==> src/rtl/rr_mux_pkg.sv <==
// Shared types and helpers for the round-robin stream multiplexer.
package rr_mux_pkg;

  typedef enum logic {
    IDLE = 1'b0,
    LOCK = 1'b1
  } state_e;

  function automatic int sel_width(input int n);
    return (n > 1) ? $clog2(n) : 1;
  endfunction

endpackage

==> src/rtl/rr_arbiter.sv <==
// Combinational round-robin picker: first requester at or after ptr, wrapping mod N.
module rr_arbiter
  import rr_mux_pkg::*;
#(
  parameter int N = 8,
  localparam int SEL_W = sel_width(N)
) (
  input  logic [N-1:0]     req,
  input  logic [SEL_W-1:0] ptr,
  output logic             grant_valid,
  output logic [SEL_W-1:0] grant
);

  logic [SEL_W-1:0] idx;

  // Scan offsets from the far end so the offset closest to ptr is the last writer.
  always_comb begin
    grant_valid = 1'b0;
    grant       = '0;
    idx         = '0;
    for (int i = N - 1; i >= 0; i--) begin
      idx = SEL_W'((int'(ptr) + i) % N);
      if (req[idx]) begin
        grant_valid = 1'b1;
        grant       = idx;
      end
    end
  end

endmodule

==> src/rtl/rr_stream_mux.sv <==
// N-to-1 packet-aware stream mux: round-robin or forced source, grant held per packet,
// single registered output stage.
module rr_stream_mux
  import rr_mux_pkg::*;
#(
  parameter int N = 8,
  parameter int W = 8,
  localparam int SEL_W = sel_width(N)
) (
  input  logic             clk,
  input  logic             rst,
  input  logic [N-1:0]     in_valid,
  output logic [N-1:0]     in_ready,
  input  logic [N*W-1:0]   in_data,
  input  logic [N-1:0]     in_last,
  input  logic             force_en,
  input  logic [SEL_W-1:0] force_sel,
  output logic             out_valid,
  input  logic             out_ready,
  output logic [W-1:0]     out_data,
  output logic             out_last,
  output logic [SEL_W-1:0] out_sel
);

  state_e           state_q, state_d;
  logic [SEL_W-1:0] lock_ch_q, lock_ch_d;
  logic [SEL_W-1:0] ptr_q, ptr_d;
  logic             out_valid_q, out_valid_d;
  logic [W-1:0]     out_data_q, out_data_d;
  logic             out_last_q, out_last_d;
  logic [SEL_W-1:0] out_sel_q, out_sel_d;

  logic [W-1:0]     data_arr [N];
  logic             rr_valid;
  logic [SEL_W-1:0] rr_grant;
  logic             grant_valid;
  logic [SEL_W-1:0] grant;
  logic             ld;
  logic             xfer;

  for (genvar i = 0; i < N; i++) begin : g_unpack
    assign data_arr[i] = in_data[i*W +: W];
  end

  rr_arbiter #(.N(N)) u_arbiter (
    .req         (in_valid),
    .ptr         (ptr_q),
    .grant_valid (rr_valid),
    .grant       (rr_grant)
  );

  assign ld = !out_valid_q || out_ready;

  // Mode inputs are only looked at between packets; a locked packet keeps its channel.
  always_comb begin
    grant_valid = 1'b0;
    grant       = '0;
    if (state_q == LOCK) begin
      grant       = lock_ch_q;
      grant_valid = in_valid[lock_ch_q];
    end else if (force_en) begin
      grant       = force_sel;
      grant_valid = (int'(force_sel) < N) && in_valid[force_sel];
    end else begin
      grant       = rr_grant;
      grant_valid = rr_valid;
    end
  end

  // Reset gates ready so no producer sees a beat accepted that is about to be discarded.
  assign xfer = ld && grant_valid && !rst;

  always_comb begin
    in_ready = '0;
    if (xfer) begin
      in_ready[grant] = 1'b1;
    end
  end

  always_comb begin
    state_d     = state_q;
    lock_ch_d   = lock_ch_q;
    ptr_d       = ptr_q;
    out_valid_d = out_valid_q;
    out_data_d  = out_data_q;
    out_last_d  = out_last_q;
    out_sel_d   = out_sel_q;

    if (ld) begin
      out_valid_d = xfer;
      if (xfer) begin
        out_data_d = data_arr[grant];
        out_last_d = in_last[grant];
        out_sel_d  = grant;
      end
    end

    if (xfer) begin
      if (in_last[grant]) begin
        state_d = IDLE;
        if (!force_en) begin
          ptr_d = (int'(grant) == N - 1) ? '0 : grant + SEL_W'(1);
        end
      end else begin
        state_d   = LOCK;
        lock_ch_d = grant;
      end
    end
  end

  always_ff @(posedge clk) begin
    if (rst) begin
      state_q     <= IDLE;
      lock_ch_q   <= '0;
      ptr_q       <= '0;
      out_valid_q <= 1'b0;
      out_data_q  <= '0;
      out_last_q  <= 1'b0;
      out_sel_q   <= '0;
    end else begin
      state_q     <= state_d;
      lock_ch_q   <= lock_ch_d;
      ptr_q       <= ptr_d;
      out_valid_q <= out_valid_d;
      out_data_q  <= out_data_d;
      out_last_q  <= out_last_d;
      out_sel_q   <= out_sel_d;
    end
  end

  assign out_valid = out_valid_q;
  assign out_data  = out_data_q;
  assign out_last  = out_last_q;
  assign out_sel   = out_sel_q;

endmodule
==> config.mk <==
export PLATFORM = sky130hd
export DESIGN_NAME = rr_stream_mux
export DESIGN_NICKNAME = d
export VERILOG_FILES = /design/src/rtl/rr_mux_pkg.sv /design/src/rtl/rr_arbiter.sv /design/src/rtl/rr_stream_mux.sv
export SDC_FILE = /design/constraint.sdc
export NUM_CORES = 1
export LEC_CHECK = 0
export BUFFER_PORTS_ARGS = -buffer_cell sky130_fd_sc_hd__buf_2
export CAP_MARGIN = 40
export CELL_PAD_IN_SITES_DETAIL_PLACEMENT = 0
export CELL_PAD_IN_SITES_GLOBAL_PLACEMENT = 1
export CORE_UTILIZATION = 32
export DETAILED_ROUTE_END_ITERATION = 12
export PLACE_DENSITY_LB_ADDON = 0.1
export SLEW_MARGIN = 5
export SYNTH_ARGS = -nofsm -noshare
export SYNTH_HDL_FRONTEND = slang
export SYNTH_SLANG_ARGS = --single-unit
==> constraint.sdc <==
create_clock -name clk -period 4.4 [get_ports clk]
set_input_delay 0.44 -clock clk [delete_from_list [all_inputs] [get_ports clk]]
set_output_delay 0.44 -clock clk [all_outputs]
set_load 0.005 [all_outputs]
# Yosys cells after proc, flatten, opt, wreduce, memory -nomap -nowiden
# Cells that the tools add are included.
# W data, S select, Z words.
# word_totals
wordCells	91
in_bits	87
out_inout_bits	21
regBits	20
# op_classes
n_eq_ne	1
n_addsub	8
n_reduce_logical	9
magnitude_cmp	13
n_mux	50
n_bitwise	3
# ops
operator	n
$lt A3 B4 Y1 const B	11
$bmux W1 S3	11
$mux W3	11
$bmux W8 S3	1
$mux W8	3
$mux W1	23
$add A3 B3 Y3 const B	4
$add A3 B1 Y3 const B	2
$add A3 B2 Y3 const B	2
$ge A4 B4 Y1 const B	1
$not A3 Y4	1
$reduce_and A2 Y1	2
$demux W1 S3	1
$eq A3 B1 Y1 const B	1
$ge A3 B1 Y1 const B	1
$logic_and A1 B1 Y1	3
$reduce_and A3 Y1	1
$logic_not A1 Y1	2
$not A1 Y1	2
$logic_or A1 B1 Y1	1

# Logic depth before layout (Yosys ltp)
# logic_depth
word_depth	18
ltp_mapped	18
depth_no_buf	12

# By module
# Synthesis repeated with hierarchy kept, for this count alone.
# unflattened
hier_cells	294
area_unflattened_um2	2388.5
# by_module_without_submodules
module	seq_area_each_um2	area_per_inst_um2	cells_per_inst	instances
rr_stream_mux	400.4	1606.5	204	1
rr_arbiter	0.0	782.0	90	1

# Worst setup path after synthesis
# No wires, ideal clock.
# synth_timing
kind	register -> register
start	reg ptr_q[1]
end	reg ptr_q[2]
arrival_time_ps	4146
required_ps	4277
setup_time_ps	123
path_stages_with_launch	17
setup_slack_ps	131
path_buffers	5
period_less_slack_ps	4269
cell_sequence	dfxtp_1 clkbuf_1 buf_2 inv_1 ha_1 buf_2 clkbuf_1 mux4_2 mux2_2 a22oi_1 a21oi_1 a221oi_4 buf_2 inv_1 ha_1 ha_1 mux2_1
# synth_between
elab_chain_len	16
elab_cells_between_ends	51
cone_classes	add/sub (8); eq/ne (1); mux (39); reduce/logical (3)
# synth_lines
element	line	source
start: declaration	rr_stream_mux.sv:27	logic [SEL_W-1:0] ptr_q, ptr_d;
start signal: assignment	rr_stream_mux.sv:123	ptr_q <= ptr_d;
$add A3 B3 Y3	rr_arbiter.sv:22	idx = SEL_W'((int'(ptr) + i) % N);
$bmux W1 S3	rr_arbiter.sv:23	if (req[idx]) begin
$mux W1 (implied by the code)	rr_arbiter.sv:23	
$mux W3 (7 in series)	rr_arbiter.sv:23	
$mux W3 (*)	rr_arbiter.sv:23	
$mux W3 (*)	rr_stream_mux.sv:61	end else if (force_en) begin
$mux W3 (*)	rr_stream_mux.sv:58	if (state_q == LOCK) begin
via grant[0]	rr_stream_mux.sv:37	logic [SEL_W-1:0] grant;
$bmux W1 S3	rr_stream_mux.sv:99	if (in_last[grant]) begin
$mux W1 (implied by the code)	rr_stream_mux.sv:99	
$reduce_and A3 Y1 (no line)	--	
# The timed path passes the listed nets; every way through them passes the cells marked *. The select of a mux whose other input is x is not followed.
# A chain may end at the register's enable or synchronous reset.

# Worst setup path after layout
# layout_timing
start	reg ptr_q[1]
end	out in_ready[0]
# layout_between
elab_chain_len	18
elab_cells_between_ends	51
cone_classes	add/sub (7); order compare (2); mux (39); reduce/logical (3)
# layout_lines
element	line	source
$add A3 B3 Y3	rr_arbiter.sv:22	
$bmux W1 S3	rr_arbiter.sv:23	
$mux W1 (implied by the code)	rr_arbiter.sv:23	
$mux W3 (8 in series)	rr_arbiter.sv:23	
$mux W3	rr_stream_mux.sv:61	
$mux W3	rr_stream_mux.sv:58	
$lt A3 B4 Y1 (implied by the code) / $ge A3 B1 Y1 (equally long branches)	rr_stream_mux.sv:76	in_ready[grant] = 1'b1;
$logic_and A1 B1 Y1 (implied by the code)	rr_stream_mux.sv:76	
$mux W1 (implied by the code)	rr_stream_mux.sv:76	
$demux W1 S3	rr_stream_mux.sv:76	
$mux W8 (*)	rr_stream_mux.sv:75	if (xfer) begin
end: declaration	rr_stream_mux.sv:13	output logic [N-1:0] in_ready,
# Every way passes the cells marked *; elsewhere a longest branch is shown, timed or not. The select of a mux whose other input is x is not followed.

==> summary.md <==
| Metric | Value |
|---|---|
| Pin count of the biggest net entering global routing | 36 |
| Grt met1 use | 28.6% |
| Async SR Flop Fraction | 0% |
| H-tree depth | 1 |
| VDD IR max | 0.282 mV |
| Commonest non-fill, non-tap cell in the layout | buf_2 |
| Critical path cell sequence | inv_1, ha_1, mux4_2, mux2i_1, a21bo_1, o221ai_1, a31o_2, inv_2, buf_4, nor4_1, buf_2 |
| Post-layout min period | 4.12 ns |
| WS Path Type | flip-flop to output pin |
| IO Count | 108 |
| Placed Area | 3340 µm² |
| Total global-route track usage | 20.5% |
| CTS Buffer Depth | 2 |
| Skew final | 0.00348 ns |
| Die area | 8930 µm² |
| Synth Cell Area | 2740 µm² |
| Die Ht | 94.5 µm |
| Reg area | 400 µm² |
| Syn nets | 419 |
| Nature of the critical path endpoint | output pin |
| CTS Sinks | 20 |
| Req. time, crit path | 3.96 ns |
| Clock Tree Root | clkbuf_8 |
| Share of layout cells above drive strength 1 | 39.5% |
| Reg-to-reg slack, setup | 0.44 ns |
| Status | completed |
| IO Port Bufs | 107 |
| Commonest cells after routing, fill and taps aside | buf_2 (107), nand2_1 (49), mux2i_1 (29) |
| Multi-input gate area | 2160 µm² |
| CP Launch Type | flip-flop |
| Clock transition at path regs | 0.08 ns |
| GR Util met3 | 3.70% |
| Yosys warnings | 0 |
| Most used routing layer | met2 |
| Filler cells | 885 |
| Avg Cell Area, Syn | 8.35 µm² |
| HPWL after detailed placement | 7110 µm |
| 1st-iter DRT viols | 177 |
| P per Cell Area | 778 nW/µm² |
| Reg-to-Reg End | lock_ch_q[2] |
| Clock latency on the worst-skew pair | 0.26 ns |
| First-pass GRT wire length | 14300 µm |
| Core footprint | 8260 µm² |
| RR Startpoint | ptr_q[1] |
| # Max-Cap Violations | 0 |
| Final Core Density | 41.2% |
| Pins Over Slew Limit | 0 |
| Post-cts hold buffer count | 0 |
| Syn Inst Count | 328 |
| Routing usage on met2 | 32.6% |
| Fin Setup TNS | 0 ns |
| Row Count | 33 |
| Cells resized by post-CTS repair | 0 |
| RSZ-0062 raised after global routing | false |
| Total number of vias | 3022 |
| Gpl congestion | 0.869 |
| WP data arrival | 3.68 ns |
| Routed wire length | 9160 µm |
| Final Hold Viols | 0 |
| Period utilization | 93.6% |
| Relative slew slack | 54.4% |
| Inserted Diodes | 0 |
| Critical path fanouts, max | 35 |
| First drt pass iteration count | 4 |
| Via density | 5.76 |
| Hold WC Path Type | flip-flop to flip-flop |
| Initial antenna violation count | 0 |
| Drt drc | 0 |
| Reg2Reg Depth | 12 |
| Post-layout instance area | 3400 µm² |
| Setup-failing EPs final | 0 |
| Crit path from | ptr_q[1] |
| Post-synth cell types | 59 |
| Number of CTS-inserted buffers | 3 |
| Leakage | 1.49 nW |
| Post-synthesis sequential area ratio | 14.6% |
| Number of synthesized flops with an enable pin | 0 |
| Post-CTS setup buffers | 0 |
| CTS tree | done |
| Worst path max stage delay | 0.52 ns |
| Die W | 94.5 µm |
| Worst-Margin Slew | 0.683 ns |
| Post-DRT Antenna Nets | 0 |
| Top_reg_cell synth | dfxtp_1 |
| Total power | 2.65 mW |
| Gr ovfl total | 0 |
| Routed WL per cell | 17.4 µm |
| F_max | 243 MHz |
| Max stage delay cell, worst path | ha_1 |
| Hold depth | 2 |
| Hold path start | out_sel[2] |
| Final-stage net count | 512 |
| Vias in the first global route | 2827 |
| P&R area growth vs syn | 24.3% |
| #FFs+latches synth | 20 |
| Worst hold path endpoint | out_sel[2] |
| Initial Util | 33.2% |
## how the worst max path moves through the flow
stage,to,slack [ns],cells past startpoint
detailed placement,in_ready[0],0.43,11
finish,in_ready[0],0.28,11
global placement,in_ready[0],0.46,10
global route,in_ready[0],0.06,11
floorplan,ptr_q[2],0.13,16
CTS,in_ready[0],0.13,11
## registers in the layout, summed over array words and instances (netlist names)
signal	cells
out_sel	3
ptr_q	3
state_q	1
out_data	8
out_valid	1
lock_ch_q	3
out_last	1
## area by class of cell
| type | instances | share of cell area (%) |
|---|---|---|
| multi-input cells | 268 | 63.5 |
| inverters | 10 | 1.10 |
| clock buffers | 4 | 1.62 |
| repair buffers | 118 | 18.2 |
| well taps | 105 | 3.86 |
| flip-flops and latches | 20 | 11.8 |
## power by group
group,leakage [nW],total [mW],internal [mW],switching [mW]
Sequential,0.164,0.334,0.256,0.0781
Clock,0.0288,0.142,0.0796,0.0627
Combinational,1.29,2.17,0.955,1.22
## cell families after synthesis
logic type               count (synthesis)  share of synthesized area [%]
AO/OA/AOI/OAI                           79                           21.9
multiplexers                            61                           31.3
adder cells (fa/ha/maj)                  4                           1.83
flip-flops                              20                           14.6
buffers and inverters                   40                           6.49
XOR/XNOR                                 5                           1.60
AND/OR/NAND/NOR                        119                           22.3
## routing by layer
| layer | part of all wire [%] | vias to the layer above |
|---|---|---|
| li1 | - | 1437 |
| met1 | 45 | 1453 |
| met2 | 47 | 115 |
| met3 | 6.4 | 17 |
| met4 | 1.8 | 0 |
| met5 | 0 | - |
## per-stage QoR
| stage | setup slack, ns | cells | hold WS [ns] |
|---|---|---|---|
| floorplan | 0.131 | 328 | 0.453 |
| global placement | 0.463 | 520 | 0.441 |
| detailed placement | 0.433 | 520 | 0.448 |
| CTS | 0.134 | 524 | 0.460 |
| global route | 0.0639 | 525 | 0.486 |
| finish | 0.280 | 525 | 0.454 |
## synth_stat cells, types with 2 or more instances
library cell / count / area (µm²)
o221ai_1: 3 / 26.3
buf_2: 10 / 50.1
nand2_1: 49 / 184
a22oi_1: 2 / 15.0
a2111o_1: 2 / 22.5
ha_1: 4 / 50.1
a21oi_1: 24 / 120
nor2b_1: 4 / 25.0
mux4_2: 18 / 405
nor3_1: 2 / 10.0
buf_1: 2 / 7.51
o211ai_1: 2 / 15.0
mux2i_1: 29 / 290
nand3_1: 11 / 55.1
dfxtp_1: 20 / 400
a22o_1: 4 / 35.0
mux2_2: 11 / 124
nand4_1: 2 / 12.5
inv_1: 6 / 22.5
a32oi_1: 16 / 140
inv_2: 3 / 11.3
a31oi_1: 2 / 12.5
a211oi_1: 4 / 30.0
mux2_1: 2 / 22.5
nand2b_1: 8 / 50.1
or2_2: 3 / 18.8
a31o_2: 2 / 17.5
xnor2_1: 2 / 17.5
buf_6: 2 / 22.5
nor2_1: 15 / 56.3
nor4_1: 5 / 31.3
o21ai_0: 3 / 15.0
xor2_1: 3 / 26.3
a21o_1: 3 / 22.5
clkbuf_1: 16 / 60.1
and2_1: 9 / 56.3
and3_1: 2 / 12.5
o22ai_1: 2 / 12.5
## critical path, delay by kind of cell, from the launching register on
| family | cells | cell delay [ns] |
|---|---|---|
| buffers and inverters | 4 | 0.64 |
| muxes | 2 | 0.78 |
| adders and majority gates | 1 | 0.52 |
| AOI/OAI and AO/OA | 3 | 0.77 |
| and+or+nand+nor | 1 | 0.39 |
| DFF | 1 | 0.33 |
Note: power is estimated with default switching activity, not from simulation.
